### src/rtl/cpu_alu_pkg.sv
// Shared ALU definitions: op-code constants, op-code enum and legality helper.
// Latency: n/a (declarations only).
// Backpressure: n/a.
package cpu_alu_pkg;

  localparam logic [3:0] CTRL_ADD  = 4'd0;
  localparam logic [3:0] CTRL_SUB  = 4'd1;
  localparam logic [3:0] CTRL_AND  = 4'd2;
  localparam logic [3:0] CTRL_OR   = 4'd3;
  localparam logic [3:0] CTRL_XOR  = 4'd4;
  localparam logic [3:0] CTRL_SLL  = 4'd5;
  localparam logic [3:0] CTRL_SRL  = 4'd6;
  localparam logic [3:0] CTRL_SRA  = 4'd7;
  localparam logic [3:0] CTRL_SLT  = 4'd8;
  localparam logic [3:0] CTRL_SLTU = 4'd9;

  localparam logic [3:0] ALU_OP_MAX = 4'd9;

  typedef enum logic [3:0] {
    ALU_ADD  = CTRL_ADD,
    ALU_SUB  = CTRL_SUB,
    ALU_AND  = CTRL_AND,
    ALU_OR   = CTRL_OR,
    ALU_XOR  = CTRL_XOR,
    ALU_SLL  = CTRL_SLL,
    ALU_SRL  = CTRL_SRL,
    ALU_SRA  = CTRL_SRA,
    ALU_SLT  = CTRL_SLT,
    ALU_SLTU = CTRL_SLTU
  } alu_op_t;

  // Codes above the last defined op have no meaning; the ALU yields zero for them.
  function automatic logic alu_op_illegal(input logic [3:0] ctrl);
    return ctrl > ALU_OP_MAX;
  endfunction

endpackage

### src/rtl/cpu_alu.sv
// Combinational integer ALU: arithmetic, logic, shifts and set-less-than.
// Latency: 0 cycles (pure combinational).
// Backpressure: none; the caller registers the outputs.
module cpu_alu
  import cpu_alu_pkg::*;
#(
  parameter int XLEN = 32
) (
  input  logic [3:0]      i_control,
  input  logic [XLEN-1:0] i_operand_a,
  input  logic [XLEN-1:0] i_operand_b,
  output logic [XLEN-1:0] o_result,
  output logic            o_zero,
  output logic            o_less_than,
  output logic            o_unsigned_less_than
);

  localparam int SHW = $clog2(XLEN);

  logic [SHW-1:0] w_shamt;
  logic           w_lt;
  logic           w_ult;

  assign w_shamt = i_operand_b[SHW-1:0];
  assign w_lt    = $signed(i_operand_a) < $signed(i_operand_b);
  assign w_ult   = i_operand_a < i_operand_b;

  // Operation select; undefined codes fall through to a zero result.
  always_comb begin
    o_result = '0;
    case (i_control)
      CTRL_ADD:  o_result = i_operand_a + i_operand_b;
      CTRL_SUB:  o_result = i_operand_a - i_operand_b;
      CTRL_AND:  o_result = i_operand_a & i_operand_b;
      CTRL_OR:   o_result = i_operand_a | i_operand_b;
      CTRL_XOR:  o_result = i_operand_a ^ i_operand_b;
      CTRL_SLL:  o_result = i_operand_a << w_shamt;
      CTRL_SRL:  o_result = i_operand_a >> w_shamt;
      CTRL_SRA:  o_result = $signed(i_operand_a) >>> w_shamt;
      CTRL_SLT:  o_result = {{(XLEN-1){1'b0}}, w_lt};
      CTRL_SLTU: o_result = {{(XLEN-1){1'b0}}, w_ult};
      default:   o_result = '0;
    endcase
  end

  assign o_zero               = (o_result == '0);
  assign o_less_than          = w_lt;
  assign o_unsigned_less_than = w_ult;

endmodule

### src/rtl/rr_arbiter.sv
// Round-robin arbiter with optional grant lock; reusable for any shared unit.
// Latency: grant is combinational from i_req; priority pointer updates on i_accept.
// Backpressure: i_enable low forces an all-zero grant.
module rr_arbiter #(
  parameter int N     = 2,
  parameter int IDX_W = (N > 1) ? $clog2(N) : 1
) (
  input  logic             clk,
  input  logic             reset_n,
  input  logic [N-1:0]     i_req,
  input  logic             i_enable,
  input  logic             i_lock,
  input  logic [IDX_W-1:0] i_lock_id,
  input  logic             i_accept,
  output logic [N-1:0]     o_grant,
  output logic [IDX_W-1:0] o_grant_idx
);

  // r_ptr is the index with highest priority, i.e. one past the last grant.
  logic [IDX_W-1:0] r_ptr;
  logic [N-1:0]     w_grant;
  logic [IDX_W-1:0] w_idx;
  logic             w_found;
  int               w_pos;

  // Pick the first requester at or after r_ptr (with wrap), or only the lock holder.
  always_comb begin
    w_grant = '0;
    w_idx   = '0;
    w_found = 1'b0;
    w_pos   = 0;
    if (i_enable) begin
      if (i_lock) begin
        for (int j = 0; j < N; j++) begin
          if ((i_lock_id == IDX_W'(j)) && i_req[j]) begin
            w_grant[j] = 1'b1;
            w_idx      = IDX_W'(j);
          end
        end
      end else begin
        for (int k = 0; k < N; k++) begin
          w_pos = int'(r_ptr) + k;
          if (w_pos >= N) begin
            w_pos = w_pos - N;
          end
          for (int j = 0; j < N; j++) begin
            if (!w_found && i_req[j] && (j == w_pos)) begin
              w_found    = 1'b1;
              w_grant[j] = 1'b1;
              w_idx      = IDX_W'(j);
            end
          end
        end
      end
    end
  end

  assign o_grant     = w_grant;
  assign o_grant_idx = w_idx;

  // Advance priority past the winner whenever its request is actually taken.
  always_ff @(posedge clk) begin
    if (!reset_n) begin
      r_ptr <= '0;
    end else if (i_accept) begin
      r_ptr <= (w_idx == IDX_W'(N - 1)) ? '0 : w_idx + 1'b1;
    end
  end

endmodule

### src/rtl/cpu_alu_arbiter.sv
// Shares one cpu_alu among NUM_REQ requesters; round-robin grant, tagged registered response.
// Latency: accept at edge N -> response valid after edge N; 1 op/cycle while rsp_ready=1.
// Backpressure: req_ready drops to zero while a held response sees rsp_ready=0.
// Optional build macro CPU_ALU_ARB_LOCK_EN: req_lock pins the grant to one requester.
module cpu_alu_arbiter
  import cpu_alu_pkg::*;
#(
  parameter int XLEN    = 32,
  parameter int NUM_REQ = 2,
  parameter int ID_W    = (NUM_REQ > 1) ? $clog2(NUM_REQ) : 1
) (
  input  logic                    clk,
  input  logic                    reset_n,
  input  logic [NUM_REQ-1:0]      req_valid,
  output logic [NUM_REQ-1:0]      req_ready,
  input  logic [NUM_REQ*4-1:0]    req_control,
  input  logic [NUM_REQ*XLEN-1:0] req_operand_a,
  input  logic [NUM_REQ*XLEN-1:0] req_operand_b,
  input  logic [NUM_REQ-1:0]      req_lock,
  output logic                    rsp_valid,
  input  logic                    rsp_ready,
  output logic [ID_W-1:0]         rsp_id,
  output logic [XLEN-1:0]         rsp_result,
  output logic                    rsp_zero,
  output logic                    rsp_less_than,
  output logic                    rsp_unsigned_less_than,
  output logic                    rsp_illegal
);

  // Output register: r_full marks a response waiting for the consumer.
  logic            r_full;
  logic [ID_W-1:0] r_id;
  logic [XLEN-1:0] r_result;
  logic            r_zero;
  logic            r_lt;
  logic            r_ult;
  logic            r_illegal;

  logic               w_can_accept;
  logic               w_enable;
  logic [NUM_REQ-1:0] w_grant;
  logic [ID_W-1:0]    w_gidx;
  logic               w_accept;
  logic               w_lock_act;
  logic [ID_W-1:0]    w_lock_id;
  logic [3:0]         w_ctrl;
  logic [XLEN-1:0]    w_a;
  logic [XLEN-1:0]    w_b;
  logic [XLEN-1:0]    w_alu_result;
  logic               w_alu_zero;
  logic               w_alu_lt;
  logic               w_alu_ult;
  logic               w_illegal;

  // Room exists when empty, or when the held response leaves on this same edge.
  assign w_can_accept = !r_full || rsp_ready;
  assign w_enable     = reset_n && w_can_accept;

  rr_arbiter #(
    .N     (NUM_REQ),
    .IDX_W (ID_W)
  ) u_rr (
    .clk         (clk),
    .reset_n     (reset_n),
    .i_req       (req_valid),
    .i_enable    (w_enable),
    .i_lock      (w_lock_act),
    .i_lock_id   (w_lock_id),
    .i_accept    (w_accept),
    .o_grant     (w_grant),
    .o_grant_idx (w_gidx)
  );

  assign req_ready = w_grant;
  assign w_accept  = |(req_valid & w_grant);

`ifdef CPU_ALU_ARB_LOCK_EN
  logic            r_locked;
  logic [ID_W-1:0] r_lock_id;
  logic            w_sel_lock;

  assign w_sel_lock = |(req_lock & w_grant);
  assign w_lock_act = r_locked;
  assign w_lock_id  = r_lock_id;

  // While locked only the holder can be granted, so any accept comes from it.
  always_ff @(posedge clk) begin
    if (!reset_n) begin
      r_locked  <= 1'b0;
      r_lock_id <= '0;
    end else if (w_accept) begin
      if (w_sel_lock) begin
        r_locked  <= 1'b1;
        r_lock_id <= w_gidx;
      end else begin
        r_locked  <= 1'b0;
      end
    end
  end
`else
  logic w_unused_lock;

  assign w_unused_lock = ^req_lock;
  assign w_lock_act    = 1'b0;
  assign w_lock_id     = '0;
`endif

  // Steer the granted requester's control and operands into the shared ALU.
  always_comb begin
    w_ctrl = '0;
    w_a    = '0;
    w_b    = '0;
    for (int i = 0; i < NUM_REQ; i++) begin
      if (w_grant[i]) begin
        w_ctrl = req_control[i*4 +: 4];
        w_a    = req_operand_a[i*XLEN +: XLEN];
        w_b    = req_operand_b[i*XLEN +: XLEN];
      end
    end
  end

  cpu_alu #(
    .XLEN (XLEN)
  ) u_alu (
    .i_control            (w_ctrl),
    .i_operand_a          (w_a),
    .i_operand_b          (w_b),
    .o_result             (w_alu_result),
    .o_zero               (w_alu_zero),
    .o_less_than          (w_alu_lt),
    .o_unsigned_less_than (w_alu_ult)
  );

  assign w_illegal = alu_op_illegal(w_ctrl);

  // Capture on accept; otherwise a consumed response empties the register.
  always_ff @(posedge clk) begin
    if (!reset_n) begin
      r_full    <= 1'b0;
      r_id      <= '0;
      r_result  <= '0;
      r_zero    <= 1'b0;
      r_lt      <= 1'b0;
      r_ult     <= 1'b0;
      r_illegal <= 1'b0;
    end else if (w_accept) begin
      r_full    <= 1'b1;
      r_id      <= w_gidx;
      r_result  <= w_illegal ? '0 : w_alu_result;
      r_zero    <= w_illegal ? 1'b1 : w_alu_zero;
      r_lt      <= w_alu_lt;
      r_ult     <= w_alu_ult;
      r_illegal <= w_illegal;
    end else if (rsp_ready) begin
      r_full    <= 1'b0;
    end
  end

  assign rsp_valid              = r_full;
  assign rsp_id                 = r_id;
  assign rsp_result             = r_result;
  assign rsp_zero               = r_zero;
  assign rsp_less_than          = r_lt;
  assign rsp_unsigned_less_than = r_ult;
  assign rsp_illegal            = r_illegal;

endmodule
### config.mk
export PLATFORM = sky130hd
export DESIGN_NAME = cpu_alu_arbiter
export DESIGN_NICKNAME = d
export VERILOG_FILES = /design/src/rtl/cpu_alu_pkg.sv /design/src/rtl/cpu_alu.sv /design/src/rtl/rr_arbiter.sv /design/src/rtl/cpu_alu_arbiter.sv
export SDC_FILE = /design/constraint.sdc
export NUM_CORES = 1
export LEC_CHECK = 0
export ABC_CLOCK_PERIOD_IN_PS = 9900
export BUFFER_PORTS_ARGS = -buffer_cell sky130_fd_sc_hd__buf_2
export CAP_MARGIN = 20
export CELL_PAD_IN_SITES_DETAIL_PLACEMENT = 1
export CELL_PAD_IN_SITES_GLOBAL_PLACEMENT = 2
export CORE_MARGIN = 2
export CORE_UTILIZATION = 36
export CTS_CLUSTER_DIAMETER = 150
export DETAILED_ROUTE_END_ITERATION = 6
export GPL_TIMING_DRIVEN = 0
export PLACE_DENSITY_LB_ADDON = 0.1
export SLEW_MARGIN = 0
export SYNTH_ARGS = -nofsm -noshare
export SYNTH_HDL_FRONTEND = slang
export SYNTH_SLANG_ARGS = --single-unit
### constraint.sdc
create_clock -name clk -period 9.9 [get_ports clk]
set_input_delay 0 -clock clk [delete_from_list [all_inputs] [get_ports clk]]
set_output_delay 0 -clock clk [all_outputs]
set_load 0.02 [all_outputs]
# --- Word level (Yosys, flattened, before mapping) ---
# Index checks and enable logic that the tools add are counted.
word_totals:
  reg_bits: 39
  latch_bits: 0
  ram_bits: 0
  romBits: 0
  inputBits: 143
  word_cells: 85
  n_memories: 0
op_classes:
  n_addsub: 6
  n_mul: 0
  n_div: 0
  order_cmp: 5
  n_eq_ne: 11
  n_shift: 3
  mux: 29
  n_bitwise: 4
  reduce_logical: 19
op_table:
  columns: ["op", "n"]
  rows:
  - ["32-bit one-hot mux with 10 select lines", 1]
  - ["32-bit 2-to-1 mux", 9]
  - ["32-bit zero test", 3]
  - ["2-bit by 32-bit equality test with 1-bit output, first input constant", 2]
  - ["32-bit less-than comparator", 2]
  - ["32-bit adder", 1]
  - ["32-bit bitwise AND", 1]
  - ["32-bit by 3-bit greater-or-equal comparator with 1-bit output, second input constant", 1]
  - ["32-bit OR", 1]
  - ["32-bit by 5-bit << shifter with 32-bit output", 1]
  - ["32-bit by 5-bit right shift with 32-bit output", 1]
  - ["32-bit by 5-bit >>> shifter with 32-bit output", 1]
  - ["32-bit by 3-bit subtractor with 32-bit output, second input constant", 1]
  - ["32-bit subtractor", 1]
  - ["32-bit XOR", 1]
  - ["4-bit by 3-bit equality test with 1-bit output, second input constant", 4]
  - ["1-bit 2-to-1 mux", 16]
  - ["4-bit by 2-bit equality test with 1-bit output, second input constant", 2]
  - ["4-bit equality test, second input constant", 2]
  - ["1-bit logical AND", 8]
  - ["4-bit 2-to-1 mux", 2]
  - ["4-bit by 1-bit equality test with 1-bit output, second input constant", 1]
  - ["4-bit greater-than comparator, second input constant", 1]
  - ["1-bit zero test", 4]
  - ["other kinds (10)", 10]

# --- Logic depth before layout (Yosys ltp) ---
# Gate-level depths: netlist (run 1).
depth:
  word_depth: 29
  mapped_depth: 24

# --- Modules after synthesis ---
# From an unflattened synthesis (run 1), not the netlist that was laid out.
hier_totals:
  cells_unflattened: 1704
  area_unflattened_um2: 12334.3
by_module_without_submodules:
  columns: ["module", "n_inst", "cells_per_inst", "area_each_um2"]
  rows:
  - ["cpu_alu", 1, 1501, 10297.4]
  - ["cpu_alu_arbiter", 1, 192, 1941.9]
  - ["rr_arbiter", 1, 11, 95.1]

# --- Worst setup path before layout (run 1) ---
# Ideal clock, no wire load.
synth_timing:
  path_kind: "flip-flop to flip-flop"
  start: "reg r_full, in the netlist rsp_valid"
  end: "reg r_zero, in the netlist rsp_zero"
  t_arrival_ps: 5558
  slack_ps: 4254
  stages_incl_launch_ff: 24
  path_buffers: 6
  path_cell_list: "dfxtp_1 > nand2b_1 > buf_4 > and4_1 > nor2_4 > buf_4 > buf_2 > buf_2 > buf_2 > buf_1 > fa_1 > a21o_4 > nand4_4 > a2111oi_2 > o21bai_1 > o31a_1 > o311ai_2 > a2111oi_0 > or4_1 > nor4_1 > nand4_1 > nor4_1 > nand4_1 > o32ai_2"
synth_between:
  elab_chain_len: 10
  word_cells_on_any_way: 36
  cone_classes: "2 x add/sub; 3 x order compare; 9 x eq/ne; 3 x shift; 9 x mux; 4 x bitwise; 6 x reduce/logical"
synth_rtl:
  columns: ["element", "line", "source"]
  rows:
  - ["start, declared", "cpu_alu_arbiter.sv:31", "logic r_full;"]
  - ["start signal, assigned", "cpu_alu_arbiter.sv:139", "r_full <= 1'b0;"]
  - ["start signal, assigned", "cpu_alu_arbiter.sv:147", "r_full <= 1'b1;"]
  - ["start signal, assigned", "cpu_alu_arbiter.sv:155", "r_full <= 1'b0;"]
  - ["1-bit zero test *", "cpu_alu_arbiter.sv:56", "assign w_can_accept = !r_full || rsp_ready;"]
  - ["1-bit logical OR *", "cpu_alu_arbiter.sv:56", null]
  - ["1-bit logical AND *", "cpu_alu_arbiter.sv:57", "assign w_enable = reset_n && w_can_accept;"]
  - ["2-bit 2-to-1 mux *", "rr_arbiter.sv:32", "if (i_enable) begin"]
  - ["32-bit 2-to-1 mux or 4-bit 2-to-1 mux (tied branches) (2 in series)", "cpu_alu_arbiter.sv:114", "if (w_grant[i]) begin"]
  - ["32-bit subtractor, or another cell as far along", "cpu_alu.sv:33", "CTRL_SUB: o_result = i_operand_a - i_operand_b;"]
  - ["32-bit one-hot mux with 10 select lines", "cpu_alu.sv:31", "case (i_control)"]
  - ["32-bit zero test", "cpu_alu.sv:46", "assign o_zero = (o_result == '0);"]
  - ["1-bit 2-to-1 mux", "cpu_alu_arbiter.sv:150", "r_zero <= w_illegal ? 1'b1 : w_alu_zero;"]
  - ["end signal, assigned", "cpu_alu_arbiter.sv:150", null]
  - ["end, declared", "cpu_alu_arbiter.sv:34", "logic r_zero;"]
# Every way passes the cells marked *; elsewhere a longest branch is shown, timed or not.
# A chain may end at the register's enable or synchronous reset.

# --- Worst setup path after layout (run 1) ---
layout_timing:
  start: "reg u_rr.r_ptr"
  end: "reg r_zero, in the netlist rsp_zero"
layout_between:
  elab_chain_len: 27
  word_cells_on_any_way: 65
  cone_classes: "5 x add/sub; 5 x order compare; 11 x eq/ne; 3 x shift; 22 x mux; 4 x bitwise; 15 x reduce/logical"
layout_rtl:
  columns: ["element", "line", "source"]
  rows:
  - ["start, declared", "rr_arbiter.sv:20", "logic [IDX_W-1:0] r_ptr;"]
  - ["start signal, assigned", "rr_arbiter.sv:66", "r_ptr <= (w_idx == IDX_W'(N - 1)) ? '0 : w_idx + 1'b1;"]
  - ["1-bit by 2-bit subtractor with 3-bit output or 1-bit by 2-bit greater-or-equal comparator with 1-bit output (tied branches)", "rr_arbiter.sv:44, rr_arbiter.sv:43", null]
  - ["32-bit 2-to-1 mux", "rr_arbiter.sv:43", "if (w_pos >= N) begin"]
  - ["32-bit 2-to-1 mux", "rr_arbiter.sv:32", null]
  - ["32-bit zero test", "rr_arbiter.sv:47", "if (!w_found && i_req[j] && (j == w_pos)) begin"]
  - ["1-bit logical AND", "rr_arbiter.sv:47", null]
  - ["1-bit 2-to-1 mux", "rr_arbiter.sv:47", null]
  - ["1-bit 2-to-1 mux", "rr_arbiter.sv:32", null]
  - ["1-bit zero test", "rr_arbiter.sv:47", null]
  - ["[10 not listed]", null, null]
  - ["1-bit logical AND (2 in series)", "rr_arbiter.sv:47", null]
  - ["1-bit 2-to-1 mux", "rr_arbiter.sv:47", null]
  - ["2-bit 2-to-1 mux *", "rr_arbiter.sv:32", null]
  - ["32-bit 2-to-1 mux or 4-bit 2-to-1 mux (tied branches)", "cpu_alu_arbiter.sv:114", null]
  - ["32-bit subtractor, or another cell as far along", "cpu_alu.sv:33", null]
  - ["32-bit one-hot mux with 10 select lines", "cpu_alu.sv:31", null]
  - ["32-bit zero test", "cpu_alu.sv:46", null]
  - ["1-bit 2-to-1 mux", "cpu_alu_arbiter.sv:150", null]
# Every way passes the cells marked *; elsewhere a longest branch is shown, timed or not. The select of a mux whose other input is x is not followed.

==> results of run 1 <==
-- kinds of logic after synthesis --
| logic type | after synthesis | synth area share [%] |
|---|---|---|
| adder cells (fa/ha/maj) | 101 | 9.89 |
| buffers and inverters | 255 | 8.37 |
| flip-flops | 39 | 6.04 |
| multiplexers | 113 | 8.99 |
| XOR/XNOR | 24 | 1.63 |
| AND/OR/NAND/NOR | 623 | 23.5 |
| AO/OA/AOI/OAI | 769 | 41.6 |
-- per-layer routing --
layer,part of all wire [%],wire length (um),vias up
li1,-,-,7716
met1,39,35000,9056
met2,40,36500,1427
met3,13,12300,327
met4,7.9,7150,0
met5,0,0,-
-- metrics by stage --
step	instance area [um2]	worst slack, ns
floorplan	12900	4.25
global placement	14400	1.79
detailed placement	14500	1.77
CTS	14600	1.73
global route	14600	1.13
finish	14600	1.22
-- registers in the layout, indices dropped and copies added (netlist names) --
signal	flops
rsp_valid	1
rsp_id	1
rsp_unsigned_less_than	1
rsp_result	32
u_rr.r_ptr	1
rsp_less_than	1
rsp_zero	1
rsp_illegal	1
-- power by group through the flow --
stage                     clock (uW)  combinational (uW)  sequential [uW]
after floorplan                    0                 528              198
after global placement             0                 921              181
after detailed placement           0                 938              182
after CTS                        159                 943              178
after global routing             165                1030              180
final                            158                1000              178
-- tightest hold or removal path, delay by kind of cell --
family / cells / cell delay (ns)
buffers and inverters: 1 / 0.14
AND/OR/NAND/NOR: 1 / 0.18
AO/OA/AOI/OAI: 1 / 0.18
-- cell usage in the layout, fill, tap and decap left out, types with 14 or more instances in the layout --
cell	n
a211oi_1	65
a21o_1	20
a21oi_1	183
a221oi_1	19
a22o_1	45
a22oi_1	40
a31oi_1	22
and3_1	20
buf_1	30
buf_2	227
buf_4	20
clkbuf_1	66
dfxtp_1	39
ha_1	99
inv_1	88
mux2_2	25
mux2i_1	88
nand2_1	144
nand2b_1	23
nand3_1	49
nand4_1	17
nor2_1	196
nor2b_1	34
nor3_1	63
o211ai_1	25
o21a_1	21
o21ai_0	93
o21bai_1	15
o22ai_1	46
or3_1	14
xnor2_1	20
-- layout make-up --
cell class	instances	area, um2
Fill cell	4778	20800
Antenna cell	4	10.0
Timing Repair Buffer	191	985
Inverter	98	368
Clock inverter	2	12.5
Clock buffer	6	129
Tap cell	461	577
Sequential cell	39	781
Multi-Input combinational cell	1630	11100
Buffer	157	714
-- final timing paths --
| kind | end | depth (start not counted) |
|---|---|---|
| max reg2reg | rsp_zero$_SDFFE_PN0P_ | 21 |
| min reg2reg | rsp_unsigned_less_than$_SDFFE_PN0P_ | 2 |
| max | rsp_zero$_SDFFE_PN0P_ | 21 |
| min | rsp_valid$_SDFFE_PN0P_ | 3 |
==> out/metrics.yaml, run 1 <==
clock_tree:
  clk_path_buf_depth: 2
  cts_buffers: 5
  cts_resized: 0
  clk-insertion-delay-late_ns: 0.29
  cts_setup_buffers: 0
  clockRootBuffer: "clkbuf_16"
  ctsHoldBuffers: 0
  htreeDepth: 2
  clock-sinks: 39
  tritoncts: "built"
  clk_pin_slew_ns: 0.06
run:
  timing.max_cap.violations: 0
critical_path:
  slowest_delay_ns: 0.95
  end_kind: "flop"
  cpMostUsedCell: "clkbuf_1"
  start_kind: "flop"
  critPathMaxFanout: 11
  cp_cell_sequence: "a21boi_2 > nand3_1 > inv_2 > a22oi_2 > clkbuf_1 > clkbuf_1 > clkbuf_1 > ha_1 > buf_2 > o2111ai_1 > a2111oi_0 > o31ai_1 > o21ba_2 > o31ai_1 > mux2i_1 > xor2_1 > a221oi_1 > nand2_1 > nor4_1 > nand4_1 > o32ai_2"
  critical_path_required_ns: 10.10
  crit_start: "u_rr.r_ptr$_SDFFE_PN0P_"
  cpLargestDelayFamily: "compound AO/OA/AOI/OAI gates"
  reg2reg_from: "u_rr.r_ptr$_SDFFE_PN0P_"
  rrSetupSlack_ns: 1.22
  slowest_stage: "a2111oi_0"
  critPathArrivalTime_ns: 8.88
  path_buf_inv: 5
  crit_type: "flop to flop"
route:
  antenna_left: 0
  drc: 1
  wl_per_cell_um: 35.2
  drt_iter0_drc: 2549
  dr.pass1.iters: 7
  drt_wl_total_um: 91000
  drt-vias-per-instance: 7.16
  vias: 18500
global_route:
  grtUsageMet1_pct: 58.0
  grt_usage_pct: 46.4
  grt_util_met3_pct: 16.3
  busiest_layer: "met2"
  grt_pass1_vias: 17900
  overflow: 0
  grt.met2_usage_pct: 66.7
  antenna_found_initial: 5
  grt_pass1_wl_um: 129000
  grt_max_degree: 14
power:
  clkPwrFrac_pct: 11.8
  p_per_area_nw_per_um2: 91.3
  total_power_uw: 1340
  power_switching_share_pct: 58.6
  ir_drop_mv: 0.136
  p_leak_uw: 0.00614
  p_seq_share_pct: 13.3
  p_int_uw: 555
  switchingPower_uw: 784
  combPwrFrac_pct: 74.9
worst_hold_path:
  min_from: "req_valid[0]"
  hold_class: "input pin to flop"
sta:
  rsz0062_at_grt: "false"
  hold_violations: 0
  skew_ns: 0.00304
  setup_viol: 0
  fmax_mhz: 115
  min_period_over_period_pct: 87.7
  setup-tns-final_ns: 0
  worst_pin_slew_ns: 1.37
  period_minus_slack_ns: 8.68
  fin_hold_ws_ns: 0.251
  slew_violations: 0
  slew_headroom_pct: 7.66
synthesis:
  ys_ff_latch: 39
  yosysTopAreaCellShare_pct: 9.58
  syn-cell-area_um2: 12900
  ys_warn_count: 0
  synth_most_common_cell: "nor2_1"
  synth_flop_cell: "dfxtp_1"
  synthTopCellsByCount: "196 x nor2_1, 183 x a21oi_1, 144 x nand2_1, 99 x ha_1, 93 x o21ai_0"
  synth_edf_count: 0
  avgSynthCellArea_um2: 6.72
  yosys.area.top_type: "ha_1"
  synth_cells: 1924
  ys_seq_area_share_pct: 6.04
  synth_fp_nets: 2168
  synth_area_leaders: "ha_1 9.6%, a21oi_1 7.1%, mux2i_1 6.8%"
  synthArstFlopShare_pct: 0
  synth_cell_type_count: 99
floorplanning:
  fp.dieW_um: 193
  die_h_um: 193
  start_util_pct: 36.4
  placementRows: 69
  die-area_um2: 37400
  io_pins: 183
  core-area_um2: 35500
placement:
  dp.cells: 2572
  port_buffers: 177
  gp_congestion: 1.14
  hpwl_um: 75300
status:
  violations: "DRC"
  status: "complete, but fails checks"
cells_and_area:
  drive_gt1_share_pct: 15.4
  syn2layout_area_growth_pct: 13.3
  finalCoreUtilization_pct: 41.3
  fin_nets: 2366
  instances_no_fill: 2588
Power figures use the tool's default switching activity.
==> inputs of run 2 (changes only) <==
--- a/config.mk
+++ b/config.mk
@@ -5,13 +5,12 @@
 export SDC_FILE = /design/constraint.sdc
 export NUM_CORES = 1
 export LEC_CHECK = 0
-export ABC_CLOCK_PERIOD_IN_PS = 9900
 export BUFFER_PORTS_ARGS = -buffer_cell sky130_fd_sc_hd__buf_2
 export CAP_MARGIN = 20
 export CELL_PAD_IN_SITES_DETAIL_PLACEMENT = 1
 export CELL_PAD_IN_SITES_GLOBAL_PLACEMENT = 2
 export CORE_MARGIN = 2
-export CORE_UTILIZATION = 36
+export CORE_UTILIZATION = 37
 export CTS_CLUSTER_DIAMETER = 150
 export DETAILED_ROUTE_END_ITERATION = 6
 export GPL_TIMING_DRIVEN = 0
@@ -19,4 +18,5 @@
 export SLEW_MARGIN = 0
 export SYNTH_ARGS = -nofsm -noshare
 export SYNTH_HDL_FRONTEND = slang
+export SYNTH_HIERARCHICAL = 1
 export SYNTH_SLANG_ARGS = --single-unit
==> run 2 against run 1 <==
Net effect:
- the run still ends with DRC left
- sequential power decreased by 4%
- first-iteration DRC count is 7.0% lower
- cell count down 9.2%
- critical path type is now input pin to flop
- critical endpoint unchanged
- largest cell class unchanged
==> out/metrics.yaml, run 2 <==
status:
  status: "complete, but fails checks"  # unchanged
  violations: "DRC"  # unchanged
synthesis:
  ys_ff_latch: 39  # unchanged
  ys_seq_area_share_pct: 6.33  # was 6.04%
  synth_most_common_cell: "nor2_1"  # unchanged
  synthMuxAreaShare_pct: 16.1  # was 8.99%
  synth_flop_cell: "dfxtp_1"  # unchanged
  avgSynthCellArea_um2: 7.24  # was 6.72 um2
  synth-xor-area-share_pct: 0.568  # was 1.63%
  synth_cells: 1704  # was 1,924
  synthArstFlopShare_pct: 0  # unchanged
  synth_edf_count: 0  # unchanged
  synth_area_leaders: "ha_1 9.9%, mux4_2 9.1%, a22o_1 7.1%"  # was ha_1 9.6%, a21oi_1 7.1%, mux2i_1 6.8%
  ys_warn_count: 6  # was 0
  yosys.area.top_type: "ha_1"  # unchanged
  synth_compound_area_share_pct: 36.1  # was 41.6%
  synthTopCellsByCount: "166 x nor2_1, 147 x nand2_1, 111 x a21oi_1, 100 x a22o_1, 98 x ha_1"  # was 196 x nor2_1, 183 x a21oi_1, 144 x nand2_1, 99 x ha_1, 93 x o21ai_0
  synth_cell_type_count: 95  # was 99
  synth_top_family_by_area: "compound AO/OA/AOI/OAI gates"  # unchanged
  synth_adder_area_share_pct: 10.3  # was 9.89%
  yosysTopAreaCellShare_pct: 9.94  # was 9.58%
  yosys.area_share.simple_pct: 21.9  # was 23.5%
  syn-cell-area_um2: 12300  # was 12,900 um2
sta:
  slew_headroom_pct: 17.1  # was 7.66%
  skew_ns: 0.00550  # was 0.00304 ns
  hold_violations: 0  # unchanged
  rsz0062_at_grt: "false"  # unchanged
  worst_pin_slew_ns: 1.23  # was 1.37 ns
  slew_violations: 0  # unchanged
  min_period_over_period_pct: 92.2  # was 87.7%
  setup_viol: 0  # unchanged
  fmax_mhz: 110  # was 115 MHz
  period_minus_slack_ns: 9.12  # was 8.68 ns
  setup-tns-final_ns: 0  # unchanged
placement:
  port_buffers: 180  # was 177
  gp_congestion: 1.13  # was 1.14
  hpwl_um: 66700  # was 75,300 um
power:
  p_per_area_nw_per_um2: 95.1  # was 91.3 nW/um2
  ir_drop_mv: 0.0710  # was 0.136 mV
  power_switching_share_pct: 56.5  # was 58.6%
  switchingPower_uw: 756  # was 784 uW
  combPwrFrac_pct: 73.2  # was 74.9%
  p_seq_share_pct: 12.7  # was 13.3%
  clkPwrFrac_pct: 14.2  # was 11.8%
  p_int_uw: 581  # was 555 uW
  p_leak_uw: 0.00559  # was 0.00614 uW
critical_path:
  reg2reg_depth: 27  # was 21
  end_kind: "flop"  # unchanged
  r2r-end: "rsp_zero$_SDFFE_PN0P_"  # unchanged
  critPathArrivalTime_ns: 9.35  # was 8.88 ns
  start_kind: "input pin"  # was flop
  slowest_stage: "buf_1"  # was a2111oi_0
  crit_type: "input pin to flop"  # was flop to flop
  rrSetupSlack_ns: 0.82  # was 1.22 ns
  critPathMaxFanout: 11  # unchanged
  cpMostUsedCell: "a21oi_1"  # was clkbuf_1
  reg2reg_from: "rsp_valid$_SDFFE_PN0P_"  # was u_rr.r_ptr$_SDFFE_PN0P_
  crit_start: "rsp_ready"  # was u_rr.r_ptr$_SDFFE_PN0P_
  critical_path_required_ns: 10.12  # was 10.10 ns
  slowest_delay_ns: 0.89  # was 0.95 ns
global_route:
  grt_pass1_wl_um: 117000  # was 129,000 um
  grt_pass1_vias: 16300  # was 17,900
  antenna_found_initial: 3  # was 5
  grt_max_degree: 14  # unchanged
  overflow: 0  # unchanged
  grt_usage_pct: 45.5  # was 46.4%
clock_tree:
  tritoncts: "built"  # unchanged
  cts_buffers: 5  # unchanged
  clk_path_buf_depth: 2  # unchanged
  htreeDepth: 2  # unchanged
  cts_resized: 0  # unchanged
  clk-insertion-delay-late_ns: 0.29  # about the same
  clockRootBuffer: "clkbuf_16"  # unchanged
  clk_pin_slew_ns: 0.06  # about the same
  clock-sinks: 39  # unchanged
floorplanning:
  placementRows: 66  # was 69
  core-area_um2: 32700  # was 35,500 um2
  start_util_pct: 37.7  # was 36.4%
  die_h_um: 187  # was 193 um
  io_pins: 183  # unchanged
  fp.dieW_um: 187  # was 193 um
  die-area_um2: 34800  # was 37,400 um2
route:
  drt-vias-per-instance: 7.16  # about the same
  antenna_left: 0  # unchanged
  vias: 16800  # was 18,500
  wl_per_cell_um: 35.0  # was 35.2 um
  dr.pass1.iters: 7  # unchanged
  drt_wl_total_um: 82200  # was 91,000 um
  drc: 8  # was 1
  drt_iter0_drc: 2370  # was 2,549
cells_and_area:
  largest_register_ffs: 32  # unchanged
  most-common-layout-cells: "225 x buf_2, 166 x nor2_1, 147 x nand2_1"  # was 227 x buf_2, 196 x nor2_1, 183 x a21oi_1
  syn2layout_area_growth_pct: 14.0  # was 13.3%
  nFillCells: 4258  # was 4,778
  drive_gt1_share_pct: 18.3  # was 15.4%
  final_common_cell: "buf_2"  # unchanged
  finalCoreUtilization_pct: 43.0  # was 41.3%
  fin_nets: 2146  # was 2,366
worst_hold_path:
  worstHoldPathCells: 3  # unchanged
  min_to: "rsp_zero$_SDFFE_PN0P_"  # was rsp_valid$_SDFFE_PN0P_
  min_from: "reset_n"  # was req_valid[0]
  hold_class: "input pin to flop"  # unchanged
run:
  timing.max_cap.violations: 0  # unchanged
[run 2: cell types whose count changed in the layout (fill, tap and decap cells not counted), moves of 30 or more]
| cell | before | now |
|---|---|---|
| nor2_1 | 196 | 166 |
| a21oi_1 | 183 | 111 |
| o22ai_1 | 46 | 12 |
| a22oi_1 | 40 | 10 |
| a211oi_1 | 65 | 19 |
| mux2i_1 | 88 | 58 |
| mux4_2 | 0 | 50 |
| a22o_1 | 45 | 100 |
[run 2: through the flow]
step                      instance area [um2]  hold slack, ns  total power (uW)  setup WS (ns)  std cells
after CTS                               14000          0.0464              1290           1.30       2344
after floorplan                         12300           0.138               724           4.04       1707
after detailed placement                13900           0.303              1090           1.37       2335
after global routing                    14100          0.0634              1380          0.696       2346
after global placement                  13800           0.293              1080           1.10       2329
final                                   14100          0.0499              1340          0.777       2349
[run 2: worst max path at each step]
stage | to | slack (ns) | cells past startpoint
2_1_floorplan | rsp_zero$_SDFFE_PN0P_ | 4.04 | 28
3_3_place_gp | rsp_zero$_SDFFE_PN0P_ | 1.10 | 26
3_5_place_dp | rsp_zero$_SDFFE_PN0P_ | 1.37 | 26
4_1_cts | rsp_zero$_SDFFE_PN0P_ | 1.30 | 28
5_1_grt | rsp_zero$_SDFFE_PN0P_ | 0.70 | 29
6_report | rsp_zero$_SDFFE_PN0P_ | 0.78 | 29
[run 2: timing repair]
item / in CTS / in global routing
hold endpoints to repair: 1 / 0
setup buffers: 0 / 0
hold buffers: 1 / 0
[run 2: layout make-up]
| type | instances | area, um2 | share of cell area (%) |
|---|---|---|---|
| Inverter | 101 | 379 | 2.70 |
| Clock buffer | 5 | 125 | 0.890 |
| Multi-Input combinational cell | 1415 | 10500 | 74.7 |
| Antenna cell | 3 | 7.51 | 0.0534 |
| Sequential cell | 39 | 781 | 5.55 |
| Timing Repair Buffer | 189 | 977 | 6.95 |
| Buffer | 152 | 688 | 4.89 |
| Tap cell | 442 | 553 | 3.93 |
| Clock inverter | 3 | 43.8 | 0.311 |
[run 2: cell families (layout without fill, tap and decap cells)]
group	after synthesis	after routing
compound gates	611	611
simple gates	559	559
buf+inv	253	450
mux	133	133
fa+ha+maj	100	100
flops	39	39
xor+xnor	8	8
other cells	1	7
[run 2: metal layers]
metal,track usage (%),share of wire [%],up-vias
li1,-,-,6898
met1,56.3,37,8152
met2,67.9,41,1419
met3,15.2,13,346
met4,28.6,8.3,4
met5,0,0.038,-
[run 2: power by group through the flow]
| stage | registers, uW | clock network, uW | logic [uW] |
|---|---|---|---|
| after floorplan | 182 | 0 | 542 |
| after global placement | 172 | 0 | 910 |
| after detailed placement | 173 | 0 | 921 |
| after CTS | 170 | 192 | 926 |
| after global routing | 170 | 202 | 1010 |
| final | 170 | 189 | 978 |
[run 2: critical path: cells and delay by family]
family                   cells  cell delay (ns)
buffers and inverters       10             4.16
adder cells (fa/ha/maj)      1             0.47
AND/OR/NAND/NOR              9             1.53
AO/OA/AOI/OAI                9             3.14
==> inputs of run 3 (changes only) <==
--- a/config.mk
+++ b/config.mk
@@ -6,7 +6,6 @@
 export NUM_CORES = 1
 export LEC_CHECK = 0
 export BUFFER_PORTS_ARGS = -buffer_cell sky130_fd_sc_hd__buf_2
-export CAP_MARGIN = 20
 export CELL_PAD_IN_SITES_DETAIL_PLACEMENT = 1
 export CELL_PAD_IN_SITES_GLOBAL_PLACEMENT = 2
 export CORE_MARGIN = 2
@@ -15,6 +14,7 @@
 export DETAILED_ROUTE_END_ITERATION = 6
 export GPL_TIMING_DRIVEN = 0
 export PLACE_DENSITY_LB_ADDON = 0.1
+export RECOVER_POWER = 100
 export SLEW_MARGIN = 0
 export SYNTH_ARGS = -nofsm -noshare
 export SYNTH_HDL_FRONTEND = slang
==> run 3 against run 2 <==
Net effect:
- the run now ends clean
- non-clock buffer count is 5 lower
- register-to-register slack worse by 0.34 ns
- largest cell class unchanged
- critical path type unchanged
- count of clock-buffer cells in the layout is 1 higher
==> out/metrics.yaml, run 3 (synthesized netlist as in run 2, its figures left out) <==
sta:
  slew_violations: 0  # unchanged
  period_minus_slack_ns: 9.47  # was 9.12 ns
  rsz0062_at_grt: "false"  # unchanged
  fmax_mhz: 106  # was 110 MHz
  setup_viol: 0  # unchanged
  skew_ns: 0.00520  # was 0.00550 ns
  hold_violations: 0  # unchanged
  setup-tns-final_ns: 0  # unchanged
  min_period_over_period_pct: 95.6  # was 92.2%
  worst_pin_slew_ns: 1.37  # was 1.23 ns
  slew_headroom_pct: 7.11  # was 17.1%
cells_and_area:
  fin_nets: 2141  # was 2,146
  largest_register_ffs: 32  # unchanged
  final_common_cell: "buf_2"  # unchanged
  drive_gt1_share_pct: 15.7  # was 18.3%
  instances_no_fill: 2342  # was 2,349
  most-common-layout-cells: "184 x buf_2, 166 x nor2_1, 147 x nand2_1"  # was 225 x buf_2, 166 x nor2_1, 147 x nand2_1
  syn2layout_area_growth_pct: 12.9  # was 14.0%
floorplanning:
  io_pins: 183  # unchanged
  start_util_pct: 37.7  # unchanged
  die_h_um: 187  # unchanged
  placementRows: 66  # unchanged
  die-area_um2: 34800  # unchanged
  fp.dieW_um: 187  # unchanged
  core-area_um2: 32700  # unchanged
route:
  drc: 0  # was 8
  dr.pass1.iters: 7  # unchanged
  drt_iter0_drc: 2423  # was 2,370
  antenna_left: 0  # unchanged
  wl_per_cell_um: 35.2  # was 35.0 um
  vias: 16900  # was 16,800
  drt_wl_total_um: 82300  # was 82,200 um
  drt-vias-per-instance: 7.20  # was 7.16
global_route:
  antenna_found_initial: 3  # unchanged
  grt_pass1_vias: 16400  # was 16,300
  overflow: 0  # unchanged
  grt_max_degree: 13  # was 14
  grt_usage_pct: 45.6  # was 45.5%
  grt_pass1_wl_um: 117000  # about the same
power:
  clkPwrFrac_pct: 12.3  # was 14.2%
  ir_drop_mv: 0.0686  # was 0.0710 mV
  p_seq_share_pct: 13.0  # was 12.7%
  combPwrFrac_pct: 74.7  # was 73.2%
  power_switching_share_pct: 57.8  # was 56.5%
  switchingPower_uw: 754  # was 756 uW
  p_per_area_nw_per_um2: 93.6  # was 95.1 nW/um2
  p_int_uw: 549  # was 581 uW
  p_leak_uw: 0.00538  # was 0.00559 uW
critical_path:
  critPathMaxFanout: 11  # unchanged
  critPathArrivalTime_ns: 9.69  # was 9.35 ns
  start_kind: "input pin"  # unchanged
  end_kind: "flop"  # unchanged
  critical_path_required_ns: 10.12  # about the same
  crit_type: "input pin to flop"  # unchanged
clock_tree:
  tritoncts: "built"  # unchanged
  cts_resized: 0  # unchanged
  clk-insertion-delay-late_ns: 0.29  # about the same
  ctsHoldBuffers: 1  # unchanged
  clockRootBuffer: "clkbuf_16"  # unchanged
  htreeDepth: 2  # unchanged
  cts_buffers: 5  # unchanged
  cts_setup_buffers: 0  # unchanged
  clk_pin_slew_ns: 0.06  # about the same
  clk_path_buf_depth: 2  # unchanged
  clock-sinks: 39  # unchanged
worst_hold_path:
  hold_class: "input pin to flop"  # unchanged
placement:
  dp.cells: 2332  # was 2,335
  gp_congestion: 1.13  # unchanged
  port_buffers: 180  # unchanged
  hpwl_um: 66500  # was 66,700 um
run:
  timing.max_cap.violations: 0  # unchanged
status:
  status: "finished, final reports clean"  # was complete, but fails checks
-- run 3: changes by cell type in the layout (fill, tap and decap cells not counted), moves of 3 or more --
cell	change
clkbuf_1	+46
buf_2	-41
and2_0	+3
and2_1	-3
buf_1	-3
-- run 3: layout make-up --
| type | instances | area, um2 |
|---|---|---|
| inverter | 101 | 379 |
| tap | 442 | 553 |
| clock inverter | 2 | 12.5 |
| fill | 4293 | 18800 |
| antenna | 1 | 2.50 |
| timing repair buffer | 184 | 885 |
| buffer | 152 | 679 |
| clock buffer | 6 | 129 |
| multi-input combinational | 1415 | 10500 |
| sequential | 39 | 781 |
-- run 3: final timing paths --
path	start	end	slack, ns	cells after the start
setup / recovery	rsp_ready	rsp_zero$_SDFFE_PN0P_	0.43	28
hold reg to reg	rsp_illegal$_SDFFE_PN0P_	rsp_illegal$_SDFFE_PN0P_	0.47	2
hold / removal	reset_n	rsp_zero$_SDFFE_PN0P_	0.06	3
setup reg to reg	rsp_valid$_SDFFE_PN0P_	rsp_zero$_SDFFE_PN0P_	0.48	26
-- run 3: layer usage --
metal	track usage [%]	up-vias	routed length (um)
met5	0	-	99
met4	29.9	6	7200
met3	13.7	387	10500
met2	67.3	1417	33700
met1	57.4	8180	30800
li1	-	6879	-
-- run 3: power by group through the flow --
stage                     combinational (uW)  sequential (uW)  clock [uW]
after global placement                   910              172           0
final                                    973              170         160
after global routing                    1000              171         173
after CTS                                924              170         162
after detailed placement                 920              173           0
after floorplan                          542              182           0
-- run 3: critical path: stages --
cell           delay [ns]
dlygate4sd3_1        0.53
buf_2                0.10
nand2b_1             0.11
and2_0               0.18
nand2_1              0.10
nor3_1               0.23
clkbuf_1             0.18
buf_4                0.24
nor2b_1              0.15
buf_2                0.30
a22o_1               0.35
inv_2                0.32
clkbuf_1             0.87
clkbuf_1             0.71
clkbuf_1             0.79
ha_1                 0.38
nor3_1               0.07
a2111oi_1            0.94
nor2_1               0.13
a2111oi_1            1.21
xnor2_1              0.13
a211oi_1             0.61
o211ai_1             0.17
nor4_1               0.21
nand3_1              0.13
nor4b_2              0.27
nor2_1               0.08
a21oi_1              0.15
-- run 3: stage by stage --
stage	utilization, %	hold WS, ns	worst slack (ns)	total power [uW]	area (um2)
2_1_floorplan	-	0.138	4.04	724	12300
3_3_place_gp	42.2	0.293	1.10	1080	13800
3_5_place_dp	42.3	0.304	1.16	1090	13800
4_1_cts	42.8	0.0481	1.08	1260	14000
5_1_grt	42.6	0.0543	0.357	1340	13900
6_report	42.6	0.0579	0.434	1300	13900
